[src/rtl/fifo_rd_streamer_pkg.sv]
// Shared widths, stream word type and width helpers for the FIFO read-side streamer.
package fifo_rd_streamer_pkg;

  localparam int unsigned DATA_W_DEF = 16;
  localparam int unsigned SKID_D_DEF = 2;
  localparam int unsigned CNT_W_DEF  = 16;

  typedef logic [DATA_W_DEF-1:0] data_t;

  // Width holding 0..depth (buffer occupancy).
  function automatic int unsigned occ_w(input int unsigned depth);
    return $clog2(depth + 1);
  endfunction

  // Width holding occ + inflight without overflow (credit arithmetic).
  function automatic int unsigned credit_w(input int unsigned depth);
    return $clog2(depth + 2) + 1;
  endfunction

  localparam int unsigned CRD_W_DEF = credit_w(SKID_D_DEF);

endpackage

[src/rtl/fifo_rd_streamer_skid_buf.sv]
// Circular output buffer between FIFO capture and the stream head.
module fifo_rd_skid_buf
  import fifo_rd_streamer_pkg::*;
#(
  parameter int unsigned DATA_W = DATA_W_DEF,
  parameter int unsigned DEPTH  = SKID_D_DEF,
  parameter int unsigned OCC_W  = occ_w(DEPTH)
) (
  input  logic              clk,
  input  logic              rst,
  input  logic              wr,
  input  logic [DATA_W-1:0] wdata,
  input  logic              rd,
  output logic [DATA_W-1:0] rdata,
  output logic [OCC_W-1:0]  occ,
  output logic              not_empty
);

  localparam int unsigned PTR_W = (DEPTH > 1) ? $clog2(DEPTH) : 1;

  logic [DATA_W-1:0] mem [DEPTH];
  logic [PTR_W-1:0]  head;
  logic [PTR_W-1:0]  tail;

  function automatic logic [PTR_W-1:0] ptr_inc(input logic [PTR_W-1:0] p);
    return (p == PTR_W'(DEPTH - 1)) ? '0 : p + 1'b1;
  endfunction

  always_ff @(posedge clk or posedge rst) begin
    if (rst) begin
      head <= '0;
      tail <= '0;
      occ  <= '0;
      for (int i = 0; i < int'(DEPTH); i++) mem[i] <= '0;
    end else begin
      if (wr) begin
        mem[tail] <= wdata;
        tail      <= ptr_inc(tail);
      end
      if (rd) head <= ptr_inc(head);
      // Simultaneous write and read leaves occupancy unchanged.
      case ({wr, rd})
        2'b10:   occ <= occ + 1'b1;
        2'b01:   occ <= occ - 1'b1;
        default: occ <= occ;
      endcase
    end
  end

  assign rdata     = mem[head];
  assign not_empty = (occ != '0);

  // The credit rule upstream must keep the buffer from overflowing or underrunning.
  a_no_overflow : assert property (@(posedge clk) disable iff (rst)
    !(wr && !rd && (occ == OCC_W'(DEPTH))));
  a_no_underrun : assert property (@(posedge clk) disable iff (rst)
    !(rd && (occ == '0)));

endmodule

[src/rtl/fifo_rd_streamer.sv]
// FIFO read-side drain engine: issues rd_en, captures data_out a cycle later,
// and presents words on a valid/ready stream with drain counting and underflow flagging.
module fifo_rd_streamer
  import fifo_rd_streamer_pkg::*;
#(
  parameter int unsigned DATA_W = DATA_W_DEF,
  parameter int unsigned SKID_D = SKID_D_DEF,
  parameter int unsigned CNT_W  = CNT_W_DEF
) (
  input  logic              clk,
  input  logic              rst,
  input  logic              enable,
  input  logic              clr,
  output logic              rd_en,
  input  logic [DATA_W-1:0] data_out,
  input  logic              empty,
  input  logic              underflow,
  output logic [DATA_W-1:0] m_data,
  output logic              m_valid,
  input  logic              m_ready,
  output logic [CNT_W-1:0]  drain_cnt,
  output logic              err_underflow
);

  localparam int unsigned OCC_W = occ_w(SKID_D);
  localparam int unsigned CRD_W = credit_w(SKID_D);

  logic             inflight;
  logic [OCC_W-1:0] occ;
  logic             not_empty;
  logic             pop;
  logic             capture;
  logic             flag_uf;
  logic [CRD_W-1:0] outstanding;

  assign pop     = m_valid & m_ready;
  assign capture = inflight & ~underflow;
  assign flag_uf = inflight & underflow;

  // Credit: words buffered plus the one in flight, net of this cycle's pop.
  assign outstanding = CRD_W'(occ) + CRD_W'(inflight) - CRD_W'(pop);
  assign rd_en       = enable & ~empty & ~rst & (outstanding < CRD_W'(SKID_D));

  always_ff @(posedge clk or posedge rst) begin
    if (rst) inflight <= 1'b0;
    else     inflight <= rd_en;
  end

  fifo_rd_skid_buf #(
    .DATA_W (DATA_W),
    .DEPTH  (SKID_D),
    .OCC_W  (OCC_W)
  ) u_skid (
    .clk       (clk),
    .rst       (rst),
    .wr        (capture),
    .wdata     (data_out),
    .rd        (pop),
    .rdata     (m_data),
    .occ       (occ),
    .not_empty (not_empty)
  );

  assign m_valid = not_empty;

  // Handshake counter; clr outranks a coincident pop.
  always_ff @(posedge clk or posedge rst) begin
    if (rst)      drain_cnt <= '0;
    else if (clr) drain_cnt <= '0;
    else if (pop) drain_cnt <= drain_cnt + 1'b1;
  end

  // Sticky underflow flag; a flagged capture outranks a coincident clr.
  always_ff @(posedge clk or posedge rst) begin
    if (rst)          err_underflow <= 1'b0;
    else if (flag_uf) err_underflow <= 1'b1;
    else if (clr)     err_underflow <= 1'b0;
  end

endmodule

[config.mk]
export PLATFORM = sky130hd
export DESIGN_NAME = fifo_rd_streamer
export DESIGN_NICKNAME = d
export VERILOG_FILES = /design/src/rtl/fifo_rd_streamer_pkg.sv /design/src/rtl/fifo_rd_streamer_skid_buf.sv /design/src/rtl/fifo_rd_streamer.sv
export SDC_FILE = /design/constraint.sdc
export NUM_CORES = 1
export LEC_CHECK = 0
export CAP_MARGIN = 5
export CELL_PAD_IN_SITES_DETAIL_PLACEMENT = 2
export CELL_PAD_IN_SITES_GLOBAL_PLACEMENT = 2
export CORE_ASPECT_RATIO = 1.1
export CORE_UTILIZATION = 32
export CTS_BUF_LIST = sky130_fd_sc_hd__clkbuf_16
export DETAILED_ROUTE_END_ITERATION = 7
export PLACE_DENSITY_LB_ADDON = 0.15
export SETUP_SLACK_MARGIN = 0.15
export SLEW_MARGIN = 20
export SYNTH_ARGS = -nofsm -noshare
export SYNTH_HDL_FRONTEND = slang
export SYNTH_SLANG_ARGS = --single-unit
[constraint.sdc]
create_clock -name clk -period 3.6 [get_ports clk]
set_input_delay 0.72 -clock clk [delete_from_list [all_inputs] [get_ports clk]]
set_output_delay 0.72 -clock clk [all_outputs]
set_load 0.02 [all_outputs]
==> metrics.md, run 1 <==
| Metric | Value |
|---|---|
| Cell Rows | `33` |
| Slew margin rel. | `0.482` |
| Final period utilization | `0.907` |
| Routed length per instance | `16.7 um` |
| Pint | `0.00156 W` |
| Hold Vio Cnt, Final | `0` |
| Most frequent cells in the layout | `clkdlybuf4s50_1 (55), dfrtp_1 (54), mux2_2 (48)` |
| H-tree depth | `2` |
| Hold WC Path Type | `reg -> reg` |
| Diode count | `0` |
| Syn_nets | `220` |
| DP Area | `0.00318 sq mm` |
| IO Count | `58` |
| Worst skew pair latency | `0.29 ns` |
| Core Region | `0.00743 sq mm` |
| GP Congestion | `0.696` |
| Pwr Density | `691 mW/mm^2` |
| Vias in the first global route | `1966` |
| Initial DRC count | `33` |
| Clock share of power | `0.205` |
| RSZ-0062 raised after global routing | `no` |
| Die Wd | `85.6 um` |
| Net switching fraction of the power | `0.320` |
| Status | `finished clean` |
| Reg clk slew, reported paths | `0.07 ns` |
| WP depth | `8` |
| CP bufs+invs | `2` |
| Share of layout cells above drive strength 1 | `0.264` |
| FMAX | `0.306 GHz` |
| Top delay family on crit path | `adder cells` |
| HPWL after detailed placement | `4080 um` |
| Port bufs | `57` |
| Min Clock Period, post-route | `3.27 ns` |
| P_leak | `1.43 nW` |
| First-pass GRT wire length | `9780 um` |
| Synthesized area | `0.00246 sq mm` |
| Via-to-Cell Ratio | `5.07` |
| GRT Resource Usage Total | `0.156` |
| VDD IR-drop max | `0.000223 V` |
| R2R Setup Slk | `1.55 ns` |
| Post-route cell area | `0.00332 sq mm` |
| Crit Path Class | `in -> out` |
| Total CTS buffers | `5` |
| DRC viols | `0` |
| Critical path origin | `m_ready` |
| Worst flop-to-flop path endpoint | `inflight` |
| Hold-fix buffers, CTS | `0` |
| Die height | `93.9 um` |
| YS warnings | `0` |
| CP Data Arrival Time | `2.55 ns` |
| Worst-path cell chain | `dlygate4sd2_1, o21a_1, ha_1, nand2b_1, fa_1, nand2_1, nor4_2, buf_4` |
| Crit path capture type | `output pin` |
| Worst slack at placement | `-0.338 ns` |
| Post-CTS resize count | `7` |
| Syn Area/Cell | `12.7 sq um` |
| TritonCTS clock tree | `yes` |
| Clock sink count | `54` |
| Total global routing overflow | `0` |
| Initial Utilization | `0.331` |
| Die area | `0.00803 sq mm` |
| Initial antenna violation count | `0` |
| NumNets Final | `284` |
| Synthesized flop and latch total | `54` |
| P_sw | `0.000735 W` |
| Seq pwr share | `0.404` |
| Gate power share | `0.390` |
| Deepest clock path buffer count | `2` |
| Seq/Total Area, Yosys | `0.550` |
| Most common library cell in the layout ignoring fill and taps | `clkdlybuf4s50_1` |
| Post-route ant nets | `0` |
| Area grow syn2layout | `35.1%` |
| Hold_ws | `0.502 ns` |
| Crit-path max FO | `2` |
| Final setup vio count | `0` |
| CP endpoint | `rd_en` |
| Worst EP required | `2.88 ns` |
| Routed wire length | `5770 um` |
| R2r startpoint | `u_skid.occ[0]` |
| Cells after synthesis | `193` |
| Critical-path top delay cell | `fa_1` |
| Worst Reg-to-Reg Cells | `6` |
| Setup TNS | `0 ns` |
| Fin worst setup slack | `0.334 ns` |
| Max incr delay on CP | `0.48 ns` |
| CTS Root Cell | `clkbuf_16` |
| Routed vias | `1748` |
| # Post-CTS Setup Buffers | `0` |
| Final Skew | `0.00627 ns` |
| Library cells used by synthesis | `28` |
| Largest net degree at the start of global routing | `33` |
| CP Launch Type | `primary input` |
| Worst Tran Pin Value | `0.778 ns` |
| Max-slew violation count | `0` |
| Drt first pass iters | `2` |
| Max-cap violations | `0` |
metrics by stage:
step	total power [W]	util	std cells
after floorplan	0.00146	-	193
after global placement	0.00182	0.428	337
after detailed placement	0.00185	0.428	337
after CTS	0.00234	0.447	345
after global routing	0.00243	0.447	345
final	0.00229	0.447	345
layout make-up:
type | instances | area (sq um)
sequential | 54 | 1350
timing repair buffer | 64 | 632
inverter | 3 | 11.3
clock inverter | 3 | 17.5
clock buffer | 5 | 125
tap | 87 | 109
fill | 764 | 4110
multi-input combinational | 129 | 1070
flip-flops by register name, summed over array words and instances, names as in the netlist:
name and cells:
inflight 1, u_skid.occ 2, u_skid.head 1, drain_cnt 16, u_skid.tail 1, err_underflow 1
u_skid.mem 32
worst register-to-register path: cells and delay by family, from the launching register on:
kind / cells / cell delay, ns
AND/OR/NAND/NOR: 3 / 0.51
flip-flops: 1 / 0.46
adder cells (fa/ha/maj): 2 / 0.74
AO/OA/AOI/OAI: 1 / 0.23
cells by family after synthesis:
logic type	share of synthesized area
AO/OA/AOI/OAI	0.0326
multiplexers	0.224
buffers and inverters	0.0158
flip-flops	0.550
AND/OR/NAND/NOR	0.0973
adder cells (fa/ha/maj)	0.0234
XOR/XNOR	0.0570
cell usage after synthesis, drive strengths merged:
library cell  instances  area, sq um
a21oi                 5         25.0
or2                   1         6.26
or3                   5         31.3
and3                  1         6.26
nor4                  3         18.8
nand3                 5         25.0
clkbuf                6         22.5
inv                   3         11.3
o31ai                 1         7.51
or4                   2         18.8
buf                   1         5.00
ha                    3         37.5
mux2                 48          541
nand4                 4         25.0
o21ai                 5         25.0
nor3                  1         5.00
o21a                  1         7.51
mux2i                 1         10.0
nand3b                1         7.51
o2111ai               1         15.0
nor2                 13         48.8
dfrtp                54         1350
fa                    1         20.0
xnor2                 7         61.3
xor2                  9         78.8
nand2                 9         33.8
nand2b                2         12.5
per-layer routing:
layer	vias to the layer above	part of all wire	track usage
li1	804	-	-
met2	35	0.53	0.294
met3	5	0.030	0.0299
met4	0	0.0073	0.0250
met1	904	0.43	0.186
met5	-	0	0
power groups by stage:
stage	logic (W)	registers (W)	clock network, W
after floorplan	0.000574	0.000886	0
after global placement	0.000886	0.000936	0
after detailed placement	0.000908	0.000945	0
after CTS	0.000916	0.000934	0.000488
after global routing	0.000964	0.000961	0.000510
final	0.000895	0.000927	0.000471
worst min path at each step:
stage | slack, ns | depth (start not counted) | to | startpoint
after global routing | 0.52 | 1 | u_skid.mem[13] | u_skid.mem[13]
after global placement | 0.48 | 1 | u_skid.mem[3] | u_skid.mem[3]
after floorplan | 0.47 | 1 | u_skid.tail | u_skid.tail
final | 0.50 | 1 | u_skid.mem[8] | u_skid.mem[8]
after CTS | 0.51 | 1 | u_skid.tail | u_skid.tail
after detailed placement | 0.49 | 1 | u_skid.mem[13] | u_skid.mem[13]
(Power assumes the default switching activity.)
==> inputs of run 2 (changes only) <==
--- a/config.mk
+++ b/config.mk
@@ -10,7 +10,6 @@
 export CELL_PAD_IN_SITES_GLOBAL_PLACEMENT = 2
 export CORE_ASPECT_RATIO = 1.1
 export CORE_UTILIZATION = 32
-export CTS_BUF_LIST = sky130_fd_sc_hd__clkbuf_16
 export DETAILED_ROUTE_END_ITERATION = 7
 export PLACE_DENSITY_LB_ADDON = 0.15
 export SETUP_SLACK_MARGIN = 0.15
==> run 2 against run 1 <==
  * Core utilization decreased by 0.76 points
  * Power decreased by 5.9%
  * Non-clock buffer count unchanged
  * Worst hold slack improved by 0.0036 ns
  * Fmax unchanged
  * Flip-flop and latch count unchanged
  * Clock power decreased by 28%
  * Critical path depth unchanged
  * Sequential share of layout area increased by 0.70 points
  * Combinational power about the same
  * Clock skew increased by 0.0048 ns
  * Global-route usage about the same
  * Critical path type unchanged
==> metrics.md, run 2 (synthesized netlist as in run 1, its figures left out) <==
| Metric | Value |
|---|---|
| Status | `finished clean` |
| Cell Rows | `33` |
| Routed vias | `1741` |
| Max incr delay on CP | `0.48 ns` |
| FMAX | `0.306 GHz` |
| Max FFs per register | `32` |
| Max-slew violation count | `0` |
| TritonCTS clock tree | `yes` |
| Biggest register | `u_skid.mem` |
| Clock sink count | `54` |
| HPWL after detailed placement | `4080 um` |
| Deepest clock path buffer count | `2` |
| Total global routing overflow | `0` |
| Initial DRC count | `30` |
| Final period utilization | `0.907` |
| Crit path capture type | `output pin` |
| Final Skew | `0.0110 ns` |
| First-pass GRT wire length | `9760 um` |
| R2r startpoint | `u_skid.occ[0]` |
| GP Congestion | `0.696` |
| CP bufs+invs | `2` |
| Routed length per instance | `16.6 um` |
| CP Launch Type | `primary input` |
| Post-route cell area | `0.00326 sq mm` |
| Diode count | `0` |
| Critical path origin | `m_ready` |
| # Post-CTS Setup Buffers | `0` |
| H-tree depth | `2` |
| CTS Root Cell | `clkbuf_8` |
| Die height | `93.9 um` |
| Initial antenna violation count | `0` |
| Initial Utilization | `0.331` |
| Via-to-Cell Ratio | `5.05` |
| Non-filler instance count after layout | `345` |
| Max-cap violations | `0` |
| Slew margin rel. | `0.479` |
| Reg clk slew, reported paths | `0.09 ns` |
| Total CTS buffers | `5` |
| RSZ-0062 raised after global routing | `no` |
| Critical hold path startpoint | `u_skid.tail` |
| Vias in the first global route | `1973` |
| Drt first pass iters | `2` |
| NumNets Final | `284` |
| Post-route ant nets | `0` |
| Hold Vio Cnt, Final | `0` |
| Top delay family on crit path | `adder cells` |
| Final setup vio count | `0` |
| Die Wd | `85.6 um` |
| DRC viols | `0` |
| Largest net degree at the start of global routing | `33` |
| Pwr Density | `661 mW/mm^2` |
| GRT Resource Usage Total | `0.156` |
| Core Region | `0.00743 sq mm` |
| Most frequent cells in the layout | `clkdlybuf4s50_1 (55), dfrtp_1 (54), mux2_2 (48)` |
| Area grow syn2layout | `32.8%` |
| IO Count | `58` |
| CP Data Arrival Time | `2.55 ns` |
| Tot Pwr | `0.00216 W` |
| Port bufs | `57` |
| Worst EP required | `2.88 ns` |
| DP Area | `0.00318 sq mm` |
| Worst skew pair latency | `0.31 ns` |
| Largest regs | `u_skid.mem: 32 flops, drain_cnt: 16 flops, u_skid.occ: 2 flops` |
| Crit-path max FO | `2` |
| VDD IR-drop max | `0.000200 V` |
| Hold WC Path Type | `reg -> reg` |
| Routed wire length | `5720 um` |
| Placed cells | `337` |
| Share of layout cells above drive strength 1 | `0.264` |
| Critical-path top delay cell | `fa_1` |
| Worst Tran Pin Value | `0.781 ns` |
| Min Clock Period, post-route | `3.27 ns` |
| Die area | `0.00803 sq mm` |
| Most common library cell in the layout ignoring fill and taps | `clkdlybuf4s50_1` |
| P_leak | `1.40 nW` |
| Crit Path Class | `in -> out` |
| Worst-path cell chain | `dlygate4sd2_1, o21a_1, ha_1, nand2b_1, fa_1, nand2_1, nor4_2, buf_4` |
-- run 2: changes by cell type in the layout (fill, tap and decap cells not counted), sizes merged --
cell,before,now
clkbuf,5,6
inv,4,3
-- run 2: final cells by class --
class	instances	area [sq um]
tap	87	109
clock inverter	2	13.8
fill	765	4170
inverter	3	11.3
clock buffer	6	72.6
sequential	54	1350
multi-input combinational	129	1070
timing repair buffer	64	632
-- run 2: worst paths after layout --
kind | end | cells after the start | slack, ns
max in group asynchronous | u_skid.tail | 3 | 2.22
setup reg to reg | inflight | 6 | 1.54
hold reg to reg | u_skid.tail | 1 | 0.51
hold / removal | u_skid.tail | 1 | 0.51
setup / recovery | rd_en | 8 | 0.33
min in group asynchronous | drain_cnt[11] | 2 | 0.82
-- run 2: where the power goes --
| part | switching (W) | leakage, nW | internal [W] |
|---|---|---|---|
| logic | 0.000376 | 0.642 | 0.000518 |
| clock network | 0.000200 | 0.0452 | 0.000138 |
| registers | 0.000143 | 0.717 | 0.000783 |
-- run 2: per-layer routing --
layer,track usage,share of wire
met5,0,0
met4,0.0292,0.0079
met3,0.0299,0.032
met2,0.291,0.54
met1,0.187,0.42
-- run 2: metrics by stage --
step           hold slack, ns  utilization  TNS, ns  setup WS, ns
2_1_floorplan           0.469            -        0         0.296
3_3_place_gp            0.482        0.428   -0.287        -0.287
3_5_place_dp            0.493        0.428   -0.338        -0.338
4_1_cts                 0.512        0.439        0         0.304
5_1_grt                 0.529        0.439        0         0.202
6_report                0.505        0.439        0         0.334
-- run 2: timing repair --
action / CTS / global route
resized for setup: 7 / 0
endpoints found under the setup margin: 1 / 0
hold buffers: 0 / 0
